$ cat src/rtl/cpu7_csr_excp_pkg.sv
// rtl/cpu7_csr_excp_pkg.sv - CSR addresses, field positions and reset values
`timescale 1ns/10ps
package cpu7_csr_excp_pkg;

   localparam int CSR_CRMD   = 'h00;
   localparam int CSR_PRMD   = 'h01;
   localparam int CSR_ECFG   = 'h04;
   localparam int CSR_ESTAT  = 'h05;
   localparam int CSR_ERA    = 'h06;
   localparam int CSR_BADV   = 'h07;
   localparam int CSR_EENTRY = 'h0C;
   localparam int CSR_SAVE0  = 'h30;
   localparam int CSR_TCFG   = 'h41;
   localparam int CSR_TVAL   = 'h42;
   localparam int CSR_TICLR  = 'h44;

   localparam int EENTRY_LSB = 6;

   localparam logic [2:0]  MODE_RST = 3'b000;
   localparam logic [12:0] LIE_RST  = 13'h0000;

endpackage

$ cat src/rtl/cpu7_csr_timer.sv
// rtl/cpu7_csr_timer.sv - TCFG/TVAL countdown timer producing a one-cycle expiry pulse
`timescale 1ns/10ps
module cpu7_csr_timer #(
   parameter int GRLEN = 32
) (
   input  logic             clk,
   input  logic             resetn,
   input  logic             tcfg_we,
   input  logic [GRLEN-1:0] tcfg_wdata,
   input  logic [GRLEN-1:0] tcfg_wmask,
   output logic [GRLEN-1:0] tcfg,
   output logic [GRLEN-1:0] tval,
   output logic             ti_set
);

   logic [GRLEN-1:0] tcfg_nxt;

   assign tcfg_nxt = (tcfg & ~tcfg_wmask) | (tcfg_wdata & tcfg_wmask);

   // A reload from a TCFG write pre-empts the 1->0 step, so no expiry then
   assign ti_set = !tcfg_we && tcfg[0] && (tval == GRLEN'(1));

   always_ff @(posedge clk or negedge resetn) begin
      if (!resetn) begin
         tcfg <= '0;
         tval <= '0;
      end else if (tcfg_we) begin
         tcfg <= tcfg_nxt;
         tval <= {tcfg_nxt[GRLEN-1:2], 2'b00};
      end else if (tcfg[0]) begin
         if (tval != '0)
            tval <= tval - GRLEN'(1);
         else if (tcfg[1])
            tval <= {tcfg[GRLEN-1:2], 2'b00};
      end
   end

endmodule

$ cat src/rtl/cpu7_csr_excp.sv
// rtl/cpu7_csr_excp.sv - exception/interrupt CSR file; timer CSRs built when CPU7_CSR_TIMER_EN is defined
`timescale 1ns/10ps
module cpu7_csr_excp
   import cpu7_csr_excp_pkg::*;
#(
   parameter int GRLEN    = 32,
   parameter int CSR_BIT  = 14,
   parameter int NUM_SAVE = 4
) (
   input  logic               clk,
   input  logic               resetn,
   input  logic [CSR_BIT-1:0] csr_raddr,
   output logic [GRLEN-1:0]   csr_rdata,
   input  logic [CSR_BIT-1:0] csr_waddr,
   input  logic [GRLEN-1:0]   csr_wdata,
   input  logic [GRLEN-1:0]   csr_wmask,
   input  logic               csr_wen,
   input  logic               excp_valid,
   input  logic [5:0]         excp_ecode,
   input  logic [GRLEN-1:0]   excp_pc,
   input  logic               excp_badv_en,
   input  logic [GRLEN-1:0]   excp_badv,
   input  logic               ertn,
   input  logic [7:0]         hw_int,
   output logic [GRLEN-1:0]   csr_eentry,
   output logic [GRLEN-1:0]   csr_era,
   output logic               int_req
);

   logic [1:0]             crmd_plv, prmd_pplv, is_sw;
   logic                   crmd_ie, prmd_pie, is_ti;
   logic [12:0]            ecfg_lie, is_vec;
   logic [7:0]             is_hw;
   logic [5:0]             ecode;
   logic [GRLEN-1:0]       era, badv, tcfg, tval;
   logic [GRLEN-1:EENTRY_LSB] eentry_hi;
   logic [GRLEN-1:0]       save_q [NUM_SAVE];

   logic we_crmd, we_prmd, we_ecfg, we_estat, we_era, we_badv, we_eentry;
   logic [2:0]  crmd_wr, prmd_wr;
   logic [12:0] lie_wr;
   logic [1:0]  sw_wr;

   assign we_crmd   = csr_wen && (csr_waddr == CSR_BIT'(CSR_CRMD));
   assign we_prmd   = csr_wen && (csr_waddr == CSR_BIT'(CSR_PRMD));
   assign we_ecfg   = csr_wen && (csr_waddr == CSR_BIT'(CSR_ECFG));
   assign we_estat  = csr_wen && (csr_waddr == CSR_BIT'(CSR_ESTAT));
   assign we_era    = csr_wen && (csr_waddr == CSR_BIT'(CSR_ERA));
   assign we_badv   = csr_wen && (csr_waddr == CSR_BIT'(CSR_BADV));
   assign we_eentry = csr_wen && (csr_waddr == CSR_BIT'(CSR_EENTRY));

   assign crmd_wr = ({crmd_ie, crmd_plv} & ~csr_wmask[2:0]) | (csr_wdata[2:0] & csr_wmask[2:0]);
   assign prmd_wr = ({prmd_pie, prmd_pplv} & ~csr_wmask[2:0]) | (csr_wdata[2:0] & csr_wmask[2:0]);
   assign lie_wr  = (ecfg_lie & ~csr_wmask[12:0]) | (csr_wdata[12:0] & csr_wmask[12:0]);
   assign sw_wr   = (is_sw & ~csr_wmask[1:0]) | (csr_wdata[1:0] & csr_wmask[1:0]);

   // Priority per field: exception, then ertn, then software write
   always_ff @(posedge clk or negedge resetn) begin
      if (!resetn) begin
         {crmd_ie, crmd_plv}  <= MODE_RST;
         {prmd_pie, prmd_pplv} <= MODE_RST;
         ecfg_lie  <= LIE_RST;
         is_sw     <= '0;
         is_hw     <= '0;
         ecode     <= '0;
         era       <= '0;
         badv      <= '0;
         eentry_hi <= '0;
      end else begin
         if (excp_valid)
            {crmd_ie, crmd_plv} <= 3'b000;
         else if (ertn)
            {crmd_ie, crmd_plv} <= {prmd_pie, prmd_pplv};
         else if (we_crmd)
            {crmd_ie, crmd_plv} <= crmd_wr;
         if (excp_valid)
            {prmd_pie, prmd_pplv} <= {crmd_ie, crmd_plv};
         else if (we_prmd)
            {prmd_pie, prmd_pplv} <= prmd_wr;
         if (we_ecfg)
            ecfg_lie <= lie_wr;
         if (we_estat)
            is_sw <= sw_wr;
         is_hw <= hw_int;
         if (excp_valid)
            ecode <= excp_ecode;
         if (excp_valid)
            era <= excp_pc;
         else if (we_era)
            era <= (era & ~csr_wmask) | (csr_wdata & csr_wmask);
         if (excp_valid && excp_badv_en)
            badv <= excp_badv;
         else if (we_badv)
            badv <= (badv & ~csr_wmask) | (csr_wdata & csr_wmask);
         if (we_eentry)
            eentry_hi <= (eentry_hi & ~csr_wmask[GRLEN-1:EENTRY_LSB])
                       | (csr_wdata[GRLEN-1:EENTRY_LSB] & csr_wmask[GRLEN-1:EENTRY_LSB]);
      end
   end

   always_ff @(posedge clk or negedge resetn) begin
      if (!resetn) begin
         for (int i = 0; i < NUM_SAVE; i++) save_q[i] <= '0;
      end else begin
         for (int i = 0; i < NUM_SAVE; i++)
            if (csr_wen && (csr_waddr == CSR_BIT'(CSR_SAVE0 + i)))
               save_q[i] <= (save_q[i] & ~csr_wmask) | (csr_wdata & csr_wmask);
      end
   end

`ifdef CPU7_CSR_TIMER_EN
   logic we_tcfg, ticlr, ti_set;

   assign we_tcfg = csr_wen && (csr_waddr == CSR_BIT'(CSR_TCFG));
   assign ticlr   = csr_wen && (csr_waddr == CSR_BIT'(CSR_TICLR)) && csr_wdata[0] && csr_wmask[0];

   cpu7_csr_timer #(.GRLEN(GRLEN)) u_timer (
      .clk        (clk),
      .resetn     (resetn),
      .tcfg_we    (we_tcfg),
      .tcfg_wdata (csr_wdata),
      .tcfg_wmask (csr_wmask),
      .tcfg       (tcfg),
      .tval       (tval),
      .ti_set     (ti_set)
   );

   // Expiry beats a same-cycle TICLR so a fresh interrupt is never lost
   always_ff @(posedge clk or negedge resetn) begin
      if (!resetn)
         is_ti <= 1'b0;
      else if (ti_set)
         is_ti <= 1'b1;
      else if (ticlr)
         is_ti <= 1'b0;
   end
`else
   assign tcfg  = '0;
   assign tval  = '0;
   assign is_ti = 1'b0;
`endif

   assign is_vec     = {1'b0, is_ti, 1'b0, is_hw, is_sw};
   assign int_req    = crmd_ie && |(is_vec & ecfg_lie);
   assign csr_era    = era;
   assign csr_eentry = {eentry_hi, {EENTRY_LSB{1'b0}}};

   always_comb begin
      csr_rdata = '0;
      case (csr_raddr)
         CSR_BIT'(CSR_CRMD):   csr_rdata = GRLEN'({crmd_ie, crmd_plv});
         CSR_BIT'(CSR_PRMD):   csr_rdata = GRLEN'({prmd_pie, prmd_pplv});
         CSR_BIT'(CSR_ECFG):   csr_rdata = GRLEN'(ecfg_lie);
         CSR_BIT'(CSR_ESTAT):  csr_rdata = GRLEN'({ecode, 3'b000, is_vec});
         CSR_BIT'(CSR_ERA):    csr_rdata = era;
         CSR_BIT'(CSR_BADV):   csr_rdata = badv;
         CSR_BIT'(CSR_EENTRY): csr_rdata = csr_eentry;
         CSR_BIT'(CSR_TCFG):   csr_rdata = tcfg;
         CSR_BIT'(CSR_TVAL):   csr_rdata = tval;
         default:              csr_rdata = '0;
      endcase
      for (int i = 0; i < NUM_SAVE; i++)
         if (csr_raddr == CSR_BIT'(CSR_SAVE0 + i))
            csr_rdata = save_q[i];
   end

endmodule

$ cat config.mk
export PLATFORM = sky130hd
export DESIGN_NAME = cpu7_csr_excp
export DESIGN_NICKNAME = d
export VERILOG_FILES = /design/src/rtl/cpu7_csr_excp_pkg.sv /design/src/rtl/cpu7_csr_timer.sv /design/src/rtl/cpu7_csr_excp.sv
export SDC_FILE = /design/constraint.sdc
export NUM_CORES = 1
export LEC_CHECK = 0
export BUFFER_PORTS_ARGS = -buffer_cell sky130_fd_sc_hd__buf_4
export CAP_MARGIN = 20
export CORE_ASPECT_RATIO = 1.4
export CORE_MARGIN = 5
export CORE_UTILIZATION = 55
export DETAILED_ROUTE_END_ITERATION = 6
export GPL_TIMING_DRIVEN = 0
export HOLD_SLACK_MARGIN = 0.12
export PLACE_DENSITY_LB_ADDON = 0.1
export SYNTH_ARGS = -nofsm -noshare
export SYNTH_HDL_FRONTEND = slang
export SYNTH_SLANG_ARGS = --single-unit
$ cat constraint.sdc
create_clock -name clk -period 3.8 [get_ports clk]
set_clock_uncertainty 0.1 [all_clocks]
set_input_delay 0.95 -clock clk [delete_from_list [all_inputs] [get_ports clk]]
set_output_delay 0.95 -clock clk [all_outputs]
set_load 0.005 [all_outputs]
==> summary.txt <==
Timing
  • Final worst path period share: 1.00
  • RSZ-0062 raised after global routing: false
  • Count of pins over their slew limit: 0
  • Max_slew headroom: 0.343
  • Final period demand of the worst path: 3.81 ns
  • Hold Vio Cnt, Final: 0
  • Slack of the critical path: -0.00681 ns
  • Slew @ Worst Pin: 0.986 ns
  • Peak Freq: 0.263 GHz
  • # setup viols final: 1

Synthesis
  • Synth cell types: 55
  • Mean post-synth cell area: 10.3 sq um
  • Synth Cell Area: 13400 sq um
  • Synth Flop Type: dfrtp_1
  • Yosys warnings: 0
  • Synthesis-stage register bit count: 253
  • Post-synthesis cell count: 1307
  • Sequential area share after synthesis: 0.472
  • EDFF count, synth: 0
  • Asr flop ratio synth: 1.00

Layout
  • Fin util: 0.710
  • Most frequent cells in the layout: 283 x buf_4, 253 x dfrtp_1, 230 x nand2_1
  • Most common cell after layout, fill and taps aside: buf_4
  • Register area: 6330 sq um
  • Area Growth Syn to Fin: 26.9%
  • Net count reported at finish: 1783
  • Multi-input logic area: 6740 sq um
  • ANT cells: 0
  • Final Non-Filler Cells: 1935
  • Filler Cell Count: 1900
  • Share of layout cells above drive strength 1: 0.340

Power and ir drop
  • Pint: 4620 uW
  • Sw frac: 0.252
  • Pwr dens: 363 nW/um^2
  • Static Leak: 0.00820 uW
  • Part of the power in the clock network: 0.430
  • Logic pwr share: 0.109
  • Seq pwr share: 0.462
  • Tot Pwr: 6180 uW
  • Sw Pwr: 1550 uW
  • Peak VDD IR: 0.350 mV

GRT
  • Busiest grt layer: met2
  • Met1 Use GR: 0.408
  • Antenna violations before repair: 0
  • Gr usage total: 0.338
  • Vias in the first global route: 12887
  • M3 GR Usage: 0.0592
  • First-pass GRT wire length: 73000 microns
  • Met2 Track Usage GR: 0.554
  • Global-route congestion overflow total: 0
  • Largest net degree at the start of global routing: 113

Clocking
  • H-Tree Depth: 1
  • CTS root buffer: clkbuf_16
  • CTS Buffer Depth: 3
  • TritonCTS buffer count: 26
  • Clock sink total: 253
  • Reg clk slew, reported paths: 0.06 ns
  • CTS tree: built
  • Clock Latency Late Sink: 0.54 ns

Min path
  • Worst min path class: in -> async

Run status
  • Outcome: finished with violations
  • Violated checks: negative setup slack

Route
  • Via count: 12397
  • Vias per inst: 6.41
  • Drt total wl: 48000 microns
  • Post-route ant nets: 0
  • Starting DRT DRC Count: 1050
  • DRC viols: 0
  • DR pass1 iterations: 5
  • WL/cell: 24.8 microns

Worst setup path
  • Crit path DAT: 2.76 ns
  • Critical Path Source Type: input port
  • Setup crit end kind: output pin
  • Maximum fanout along the worst path: 7
  • Slack of the worst reg-to-reg path: 2.68 ns
  • Kind of critical path: in -> out
  • CP Data Required Time: 2.75 ns

Floorplan
  • Num ports: 273
  • DIE AREA: 27700 sq um
  • Die Span Y: 195 microns
  • Num rows: 67
  • Core Region: 24000 sq um
  • Starting density of the core: 0.560
  • Die width: 142 microns

Placed design
  • Place WS: -0.974 ns
  • Hpwl dp: 34100 microns
  • DP Cell Count: 1876
  • Placer congestion estimate: 0.964
  • # port buffers: 250

Run
  • Maxcap violations: 0
-- what timing repair did --
item	in CTS	in global routing
gates cloned	0	1
hold buffers	0	0
endpoints found under the setup margin	32	31
pin swaps	5	6
resized for setup	55	43
setup buffers	7	6
-- logic make-up (layout without fill, tap and decap cells) --
logic type	Yosys count	count (layout)	synth area share
compound gates	258	258	0.121
mux	275	275	0.231
other cells	1	6	0.000279
simple gates	408	408	0.137
flops	253	253	0.472
buf+inv	112	425	0.0393
-- routing by layer --
metal,up-vias,share of wire
met5,-,0
met4,0,0.073
met3,225,0.090
met2,788,0.48
met1,6059,0.36
li1,5325,-
-- final timing paths --
path / endpoint / from / cells after the start
max in group asynchronous: is_hw[4] / resetn / 2
worst min-delay path: async pin / resetn / 1
worst max-delay path: csr_rdata[12] / csr_raddr[6] / 9
worst max register to register: crmd_ie / crmd_ie / 4
min in group clk: register / register / 1
worst min register to register: register / register / 1
-- cell usage after synthesis (all sizes together) (6+ instances only) --
| library cell | number | area [sq um] |
|---|---|---|
| o22ai | 25 | 156 |
| a22oi | 39 | 293 |
| a221oi | 15 | 131 |
| mux2 | 175 | 1970 |
| mux4 | 10 | 225 |
| a21oi | 53 | 265 |
| mux2i | 90 | 901 |
| inv | 7 | 26.3 |
| dfrtp | 253 | 6330 |
| nor3 | 10 | 50.1 |
| o2bb2ai | 6 | 52.6 |
| nor4 | 7 | 62.6 |
| o21ai | 80 | 400 |
| clkbuf | 70 | 263 |
| buf | 35 | 239 |
| nor2 | 27 | 119 |
| o31ai | 16 | 120 |
| nand2 | 232 | 871 |
| nand3 | 103 | 515 |
-- stage by stage --
step	instance area, sq um	TNS [ns]	hold slack (ns)
2_1_floorplan	13400	0	0.359
3_3_place_gp	15700	-130.16	0.373
3_5_place_dp	15800	-25.36	0.377
4_1_cts	16900	-0.698	0.204
5_1_grt	17000	0	0.226
6_report	17000	-0.00681	0.198
-- power groups by stage --
stage / Clock (uW) / Combinational, uW / Sequential, uW
after floorplan: 0 / 235 / 2880
after global placement: 0 / 625 / 2900
after detailed placement: 0 / 644 / 2900
after CTS: 2670 / 658 / 2850
after global routing: 2770 / 723 / 2860
final: 2650 / 671 / 2850
-- critical path: stages --
cell     delay [ns]
buf_4          0.15
nor4_4         0.26
buf_4          0.18
buf_4          0.12
nand2_1        0.26
o32a_1         0.28
o22ai_1        0.25
a21o_1         0.19
buf_4          0.12
-- layout make-up --
type | instances | area share
plain buffers | 104 | 0.0361
clock buffers | 38 | 0.0439
clock inverters | 8 | 0.00698
inverters | 7 | 0.00154
multi-input cells | 947 | 0.396
flip-flops and latches | 253 | 0.372
well taps | 310 | 0.0228
repair buffers | 268 | 0.121
Note: power is estimated with default switching activity, not from simulation.
